`src/rtl/rr_pkg.sv`:
```
// Shared definitions for the round-robin arbiter family: server state encoding
// and the index-width helper used to size client ids.
package rr_pkg;

  typedef enum logic [1:0] {
    IDLE = 2'd0,
    XFER = 2'd1,
    ACK  = 2'd2,
    GAP  = 2'd3
  } state_e;

  function automatic int clog2(input int n);
    int r;
    r = 0;
    while ((1 << r) < n) r++;
    return (r < 1) ? 1 : r;
  endfunction

  localparam int RR_WIDTH = 4;
  localparam int ID_W     = clog2(RR_WIDTH);

endpackage

```
`src/rtl/rr_grant_server_if.sv`:
```
// Arbiter-side grant/ack/descriptor signals plus the downstream beat stream.
interface rr_grant_server_if
  import rr_pkg::*;
#(
  parameter int WIDTH  = RR_WIDTH,
  parameter int DATA_W = 8,
  parameter int LEN_W  = 4
) ();

  localparam int IDX_W = clog2(WIDTH);

  logic [WIDTH-1:0]        grant;
  logic                    ack;
  logic [WIDTH*DATA_W-1:0] req_data;
  logic [WIDTH*LEN_W-1:0]  req_len;
  logic                    out_valid;
  logic                    out_ready;
  logic [DATA_W-1:0]       out_data;
  logic                    out_last;
  logic [IDX_W-1:0]        out_id;
  logic [WIDTH-1:0]        done;
  logic                    busy;
  logic                    err_multi;

  modport master (
    output grant, req_data, req_len, out_ready,
    input  ack, out_valid, out_data, out_last, out_id, done, busy, err_multi
  );

  modport slave (
    input  grant, req_data, req_len, out_ready,
    output ack, out_valid, out_data, out_last, out_id, done, busy, err_multi
  );

endinterface

```
`src/rtl/rr_onehot_enc.sv`:
```
// One-hot to binary encoder with nonzero and multi-hot detection.
module rr_onehot_enc
  import rr_pkg::*;
#(
  parameter int WIDTH = RR_WIDTH,
  parameter int IDX_W = clog2(WIDTH)
) (
  input  logic [WIDTH-1:0] vec,
  output logic [IDX_W-1:0] idx,
  output logic             any,
  output logic             multi
);

  // OR of set-bit positions: exact for one-hot input, meaningless otherwise.
  always_comb begin
    idx = '0;
    for (int i = 0; i < WIDTH; i++) begin
      if (vec[i]) idx = idx | IDX_W'(i);
    end
  end

  assign any   = |vec;
  assign multi = |(vec & (vec - WIDTH'(1)));

endmodule

```
`src/rtl/rr_grant_server.sv`:
```
// Serves one granted client at a time: latches its descriptor, streams the
// burst on valid/ready, then pulses ack/done so the arbiter can rotate.
module rr_grant_server
  import rr_pkg::*;
#(
  parameter int WIDTH  = RR_WIDTH,
  parameter int DATA_W = 8,
  parameter int LEN_W  = 4
) (
  input logic              clk,
  input logic              resetb,
  rr_grant_server_if.slave bus
);

  localparam int IDX_W = clog2(WIDTH);

  state_e              r_state, w_state;
  logic [LEN_W-1:0]    r_len, w_len;
  logic [LEN_W-1:0]    r_beat, w_beat;
  logic                r_out_valid, w_out_valid;
  logic [DATA_W-1:0]   r_out_data, w_out_data;
  logic                r_out_last, w_out_last;
  logic [IDX_W-1:0]    r_out_id, w_out_id;
  logic                r_ack, w_ack;
  logic [WIDTH-1:0]    r_done, w_done;
  logic                r_busy, w_busy;
  logic                r_err, w_err;

  logic [IDX_W-1:0]    w_idx;
  logic                w_any;
  logic                w_multi;
  logic [DATA_W-1:0]   w_sel_data;
  logic [LEN_W-1:0]    w_sel_len;
  logic [LEN_W-1:0]    w_beat_nxt;
  logic [WIDTH-1:0]    w_id_onehot;

  rr_onehot_enc #(.WIDTH(WIDTH), .IDX_W(IDX_W)) u_enc (
    .vec   (bus.grant),
    .idx   (w_idx),
    .any   (w_any),
    .multi (w_multi)
  );

  assign w_sel_data  = bus.req_data[int'(w_idx)*DATA_W +: DATA_W];
  assign w_sel_len   = bus.req_len[int'(w_idx)*LEN_W +: LEN_W];
  assign w_beat_nxt  = r_beat + LEN_W'(1);
  assign w_id_onehot = WIDTH'(1) << r_out_id;

  // The descriptor is latched straight into out_id/out_data; later beats
  // increment out_data, which equals base + beat modulo 2^DATA_W.
  always_comb begin
    // NOTE: every w_ signal gets a default first so no latch is inferred.
    w_state     = r_state;
    w_len       = r_len;
    w_beat      = r_beat;
    w_out_valid = r_out_valid;
    w_out_data  = r_out_data;
    w_out_last  = r_out_last;
    w_out_id    = r_out_id;
    w_busy      = r_busy;
    w_ack       = 1'b0;
    w_done      = '0;
    w_err       = 1'b0;

    case (r_state)
      IDLE: begin
        if (w_multi) begin
          w_err = 1'b1;
        end else if (w_any) begin
          w_out_id   = w_idx;
          w_out_data = w_sel_data;
          w_len      = w_sel_len;
          w_beat     = '0;
          w_busy     = 1'b1;
          w_state    = (w_sel_len != '0) ? XFER : ACK;
        end
      end
      XFER: begin
        if (!r_out_valid) begin
          w_out_valid = 1'b1;
          w_out_last  = (r_len == LEN_W'(1));
        end else if (bus.out_ready) begin
          w_beat = w_beat_nxt;
          if (r_out_last) begin
            w_out_valid = 1'b0;
            w_out_last  = 1'b0;
            w_ack       = 1'b1;
            w_done      = w_id_onehot;
            w_state     = ACK;
          end else begin
            w_out_data = r_out_data + DATA_W'(1);
            w_out_last = (w_beat_nxt == r_len - LEN_W'(1));
          end
        end
      end
      // Arriving from XFER the pulse is already up; a zero-length burst
      // enters with it low and raises it here first.
      ACK: begin
        if (r_ack) begin
          w_state = GAP;
        end else begin
          w_ack  = 1'b1;
          w_done = w_id_onehot;
        end
      end
      GAP: begin
        w_state = IDLE;
        w_busy  = 1'b0;
      end
      default: w_state = IDLE;
    endcase
  end

  always_ff @(posedge clk or negedge resetb) begin
    if (!resetb) begin
      r_state     <= IDLE;
      r_len       <= '0;
      r_beat      <= '0;
      r_out_valid <= 1'b0;
      r_out_data  <= '0;
      r_out_last  <= 1'b0;
      r_out_id    <= '0;
      r_ack       <= 1'b0;
      r_done      <= '0;
      r_busy      <= 1'b0;
      r_err       <= 1'b0;
    end else begin
      // NOTE: non-blocking so every register updates from pre-edge values.
      r_state     <= w_state;
      r_len       <= w_len;
      r_beat      <= w_beat;
      r_out_valid <= w_out_valid;
      r_out_data  <= w_out_data;
      r_out_last  <= w_out_last;
      r_out_id    <= w_out_id;
      r_ack       <= w_ack;
      r_done      <= w_done;
      r_busy      <= w_busy;
      r_err       <= w_err;
    end
  end

  assign bus.ack       = r_ack;
  assign bus.done      = r_done;
  assign bus.out_valid = r_out_valid;
  assign bus.out_data  = r_out_data;
  assign bus.out_last  = r_out_last;
  assign bus.out_id    = r_out_id;
  assign bus.busy      = r_busy;
  assign bus.err_multi = r_err;

endmodule

```
`src/flat_wrapper.sv`:
```
// flat-port wrapper written by rule: the top's interface ports become plain ports
module rr_grant_server_flat import rr_pkg::*;
#(
  parameter int WIDTH  = RR_WIDTH,
  parameter int DATA_W = 8,
  parameter int LEN_W  = 4
)
  (clk, resetb, bus_grant, bus_req_data, bus_req_len, bus_out_ready, bus_ack, bus_out_valid, bus_out_data, bus_out_last, bus_out_id, bus_done, bus_busy, bus_err_multi);
  rr_grant_server_if #(.WIDTH(WIDTH), .DATA_W(DATA_W), .LEN_W(LEN_W)) bus_i ();
  input logic clk;
  input logic resetb;
  input wire logic [$bits(bus_i.grant)-1:0] bus_grant;
  input wire logic [$bits(bus_i.req_data)-1:0] bus_req_data;
  input wire logic [$bits(bus_i.req_len)-1:0] bus_req_len;
  input wire logic [$bits(bus_i.out_ready)-1:0] bus_out_ready;
  output wire logic [$bits(bus_i.ack)-1:0] bus_ack;
  output wire logic [$bits(bus_i.out_valid)-1:0] bus_out_valid;
  output wire logic [$bits(bus_i.out_data)-1:0] bus_out_data;
  output wire logic [$bits(bus_i.out_last)-1:0] bus_out_last;
  output wire logic [$bits(bus_i.out_id)-1:0] bus_out_id;
  output wire logic [$bits(bus_i.done)-1:0] bus_done;
  output wire logic [$bits(bus_i.busy)-1:0] bus_busy;
  output wire logic [$bits(bus_i.err_multi)-1:0] bus_err_multi;
  assign bus_i.grant = bus_grant;
  assign bus_i.req_data = bus_req_data;
  assign bus_i.req_len = bus_req_len;
  assign bus_i.out_ready = bus_out_ready;
  assign bus_ack = bus_i.ack;
  assign bus_out_valid = bus_i.out_valid;
  assign bus_out_data = bus_i.out_data;
  assign bus_out_last = bus_i.out_last;
  assign bus_out_id = bus_i.out_id;
  assign bus_done = bus_i.done;
  assign bus_busy = bus_i.busy;
  assign bus_err_multi = bus_i.err_multi;
  rr_grant_server #(.WIDTH(WIDTH), .DATA_W(DATA_W), .LEN_W(LEN_W)) u_core (.clk(clk), .resetb(resetb), .bus(bus_i));
endmodule
```
`config.mk`:
```
export PLATFORM = sky130hd
export DESIGN_NAME = rr_grant_server_flat
export DESIGN_NICKNAME = d
export VERILOG_FILES = /design/src/rtl/rr_pkg.sv /design/src/rtl/rr_grant_server_if.sv /design/src/rtl/rr_onehot_enc.sv /design/src/rtl/rr_grant_server.sv /design/src/flat_wrapper.sv
export SDC_FILE = /design/constraint.sdc
export NUM_CORES = 1
export LEC_CHECK = 0
export ABC_AREA = 1
export ABC_CLOCK_PERIOD_IN_PS = 2700
export BUFFER_PORTS_ARGS = -buffer_cell sky130_fd_sc_hd__clkbuf_2
export CAP_MARGIN = 25
export CORE_MARGIN = 5
export CORE_UTILIZATION = 50
export CTS_BUF_LIST = sky130_fd_sc_hd__clkbuf_4 sky130_fd_sc_hd__clkbuf_8
export CTS_CLUSTER_SIZE = 30
export DETAILED_ROUTE_END_ITERATION = 8
export PLACE_DENSITY = 0.8
export SLEW_MARGIN = 20
export SYNTH_ARGS = -nofsm -noshare
export SYNTH_HDL_FRONTEND = slang
export SYNTH_SLANG_ARGS = --single-unit
```
`constraint.sdc`:
```
create_clock -name clk -period 2.7 [get_ports clk]
set_input_delay 0.135 -clock clk [delete_from_list [all_inputs] [get_ports clk]]
set_output_delay 0.135 -clock clk [all_outputs]
set_load 0.05 [all_outputs]
```
==> results.cfg <==
[power_and_ir_drop]
total_leakage_power_uw = 0.00148
seq_power_share_pct = 27.5
switching_share_pct = 53.1
p_sw_uw = 1520
combinationalPowerShare_pct = 58.8
power_frac_clock_pct = 13.7
p_int_uw = 1340
ir_drop_v = 0.000733
power_density_nw_per_um2 = 1090

[timing]
whs_ns = 0.243
clock.fmax_ghz = 0.486
min_period_over_period_pct = 76.2
maxSlewViolCount = 0
fin_tns_setup_ns = 0
postLayoutSetupSlackWorst_ns = 0.642
tightest_slew_ns = 0.727
slew-limit-headroom_pct = 51.5
finalCriticalPeriod_ns = 2.06
hold_viol_final = 0
clock_skew_ns = 0.00524
setup_viol = 0
rsz0062_at_grt = false

[synth]
yosysWarnings = 0
synth-main-ff-cell = dfrtp_1
netlist.area_leader.share_pct = 33.7
synthDistinctLibCells = 33
synth.avg_cell_area_sq_um = 6.77
syn_inst = 318
netlist_area_sq_um = 2150
synth.net_count = 381
ys_async_sr_fraction_pct = 100
ys_ff_latch = 29
synth_top_area_cell = dfrtp_1
yosys-top-cells-area = dfrtp_1 34%, nand2_1 14%, inv_1 7.8%, nor2_1 6.8%, o21ai_0 6.7%
synth_edf_count = 0
ys_seq_area_share_pct = 33.7

[drt]
wl_microns = 5360
drt_pass1_iterations = 4
routedWlPerCell_microns = 12.2
ant_nets = 0
drtIter0Drc = 151
drc_errors = 0
viasPerCell = 5.13
via_count = 2258

[critical_path]
reg2reg_from = u_core.r_state[1]
crit_fanout = 13
cpMaxStageDelayCell = dfrtp_1
critPathCapture = u_core.bus.done[1]
endpoint_kind = flop
arrival_ns = 2.27
required_ns = 2.91
r2r_cells = 7
cpMostUsedCell = inv_1
start_kind = flop
crit_start = u_core.r_state[1]
cpPeakStageDelay_ns = 0.42
reg2reg_setup_slack_ns = 0.64
worstSetupPathType = flop to flop
crit_chain = inv_1 -> ha_1 -> inv_1 -> nor3_1 -> o21a_1 -> nand2_1 -> nor2_1
r2r_end = u_core.bus.done[1]

[cells_and_area]
antenna_cells = 0
area_growth_pct = 21.8
fin_area_sq_um = 2620
final_common_cell = nand2_1
num-nets-final = 452
final_cell_mix = 82 x nand2_1, 73 x clkbuf_2, 45 x inv_1, 39 x nor2_1
drive_above_1_share_pct = 25.1

[clock_tree]
cts_resized = 0
cts_root_buffer = clkbuf_8
cts_tree = built
clock_latency_ns = 0.28
numCtsBuffers = 5
cts.path.max_buffers = 2
ctsHtreeMaxLevel = 2
cts.clk_slew.worst_paths_ns = 0.06
clock-sinks = 29

[global_routing]
antenna_found_initial = 0
grt_pass1_vias = 2081
grt_util_all_layers_pct = 21.0
overflow = 0
grt_max_degree = 30
grt_pass1_wl_microns = 9120

[placement]
hpwl_microns = 4250
gp_congestion = 0.862
place.port_buffers = 73
placed_area_sq_um = 2510
detailedPlace.worstSlack_ns = 0.659

[floorplanning]
dieArea_sq_um = 5720
initial_core_util_pct = 52.7
die-width_microns = 75.6
num_rows = 23
chipHeight_microns = 75.6
ioPinCount = 74
fp.coreArea_sq_um = 4090

[min_path]
hold_depth = 4
hold_class = input port to flop

[job]
drv_cap = 0

[run_status]
run_status = complete, no violations
-- cell usage after synthesis (2+ instances only) --
master    number
a21oi_1        9
a31oi_1        2
buf_2          4
buf_4          3
buf_6          2
dfrtp_1       29
ha_1           8
inv_1         45
nand2_1       82
nand2_2        5
nand3_1       20
nand4_1        2
nor2_1        39
nor2_4         4
nor3_1         2
o211ai_1       2
o21ai_0       29
o21ai_1        9
o22ai_1        3
xnor2_1        2
xor2_1         5
-- routing by layer --
layer	vias up	GRT usage [%]	routed length [microns]
met5	-	0	0
met4	0	5.05	77
met3	9	5.54	357
met2	63	36.4	2760
met1	1041	26.1	2170
li1	1145	-	-
-- power groups by stage --
stage               clock network [uW]  registers, uW  logic, uW
CTS                                398            785       1690
global route                       427            816       1890
global placement                     0            784       1640
floorplan                            0           1160        952
detailed placement                   0            792       1680
finish                             391            787       1680
-- state kept, by name, summed over array words and instances (netlist names) --
signal                cells
u_core.bus.out_data       8
u_core.bus.done           4
u_core.r_beat             4
u_core.r_len              4
u_core.bus.out_id         2
u_core.r_state            2
u_core.bus.ack            1
u_core.bus.busy           1
u_core.bus.err_multi      1
u_core.bus.out_last       1
u_core.bus.out_valid      1
-- through the flow --
step	utilization, %	total power (uW)	std cells
after global routing	64.2	3130	440
after detailed placement	61.5	2470	431
final	64.2	2860	440
after global placement	61.5	2430	431
after CTS	64.2	2870	440
after floorplan	-	2120	318
-- cells by family (layout without fill, tap and decap cells) --
group,after synthesis,after routing,share of synthesized area [%]
and+or+nand+nor,158,158,32.2
AOI/OAI and AO/OA,58,58,14.8
buffers and inverters,58,130,11.7
DFF,29,29,33.7
adders and majority gates,8,8,4.65
xor gates and xnor gates,7,7,2.85
-- worst min path at each step --
stage                   from                     end  slack (ns)
2_1_floorplan         resetb          u_core.bus.ack       -0.16
3_3_place_gp          resetb  u_core.bus.out_data[3]        0.22
3_5_place_dp          resetb  u_core.bus.out_data[6]        0.23
4_1_cts        bus_out_ready    u_core.bus.out_valid        0.24
5_1_grt        bus_out_ready    u_core.bus.out_valid        0.30
6_report       bus_out_ready    u_core.bus.out_valid        0.24
-- critical path: cells and delay by family, from the launching register on --
family	cells	cell delay (ns)
fa+ha+maj	1	0.42
flops	1	0.42
simple gates	3	0.54
buf+inv	2	0.41
compound gates	1	0.20
-- final cells by class --
type	count	area, sq um
clock buffers	7	96.3
clock inverters	1	5.00
fillers	380	1460
inverters	48	184
multi-input cells	231	1170
flip-flops and latches	29	726
well taps	50	62.6
repair buffers	74	375
-- timing repair --
item                      4_1_cts  5_1_grt
hold buffers                    1        0
setup buffers                   0        0
hold endpoints to repair       29        0
Note: power is estimated with default switching activity, not from simulation.
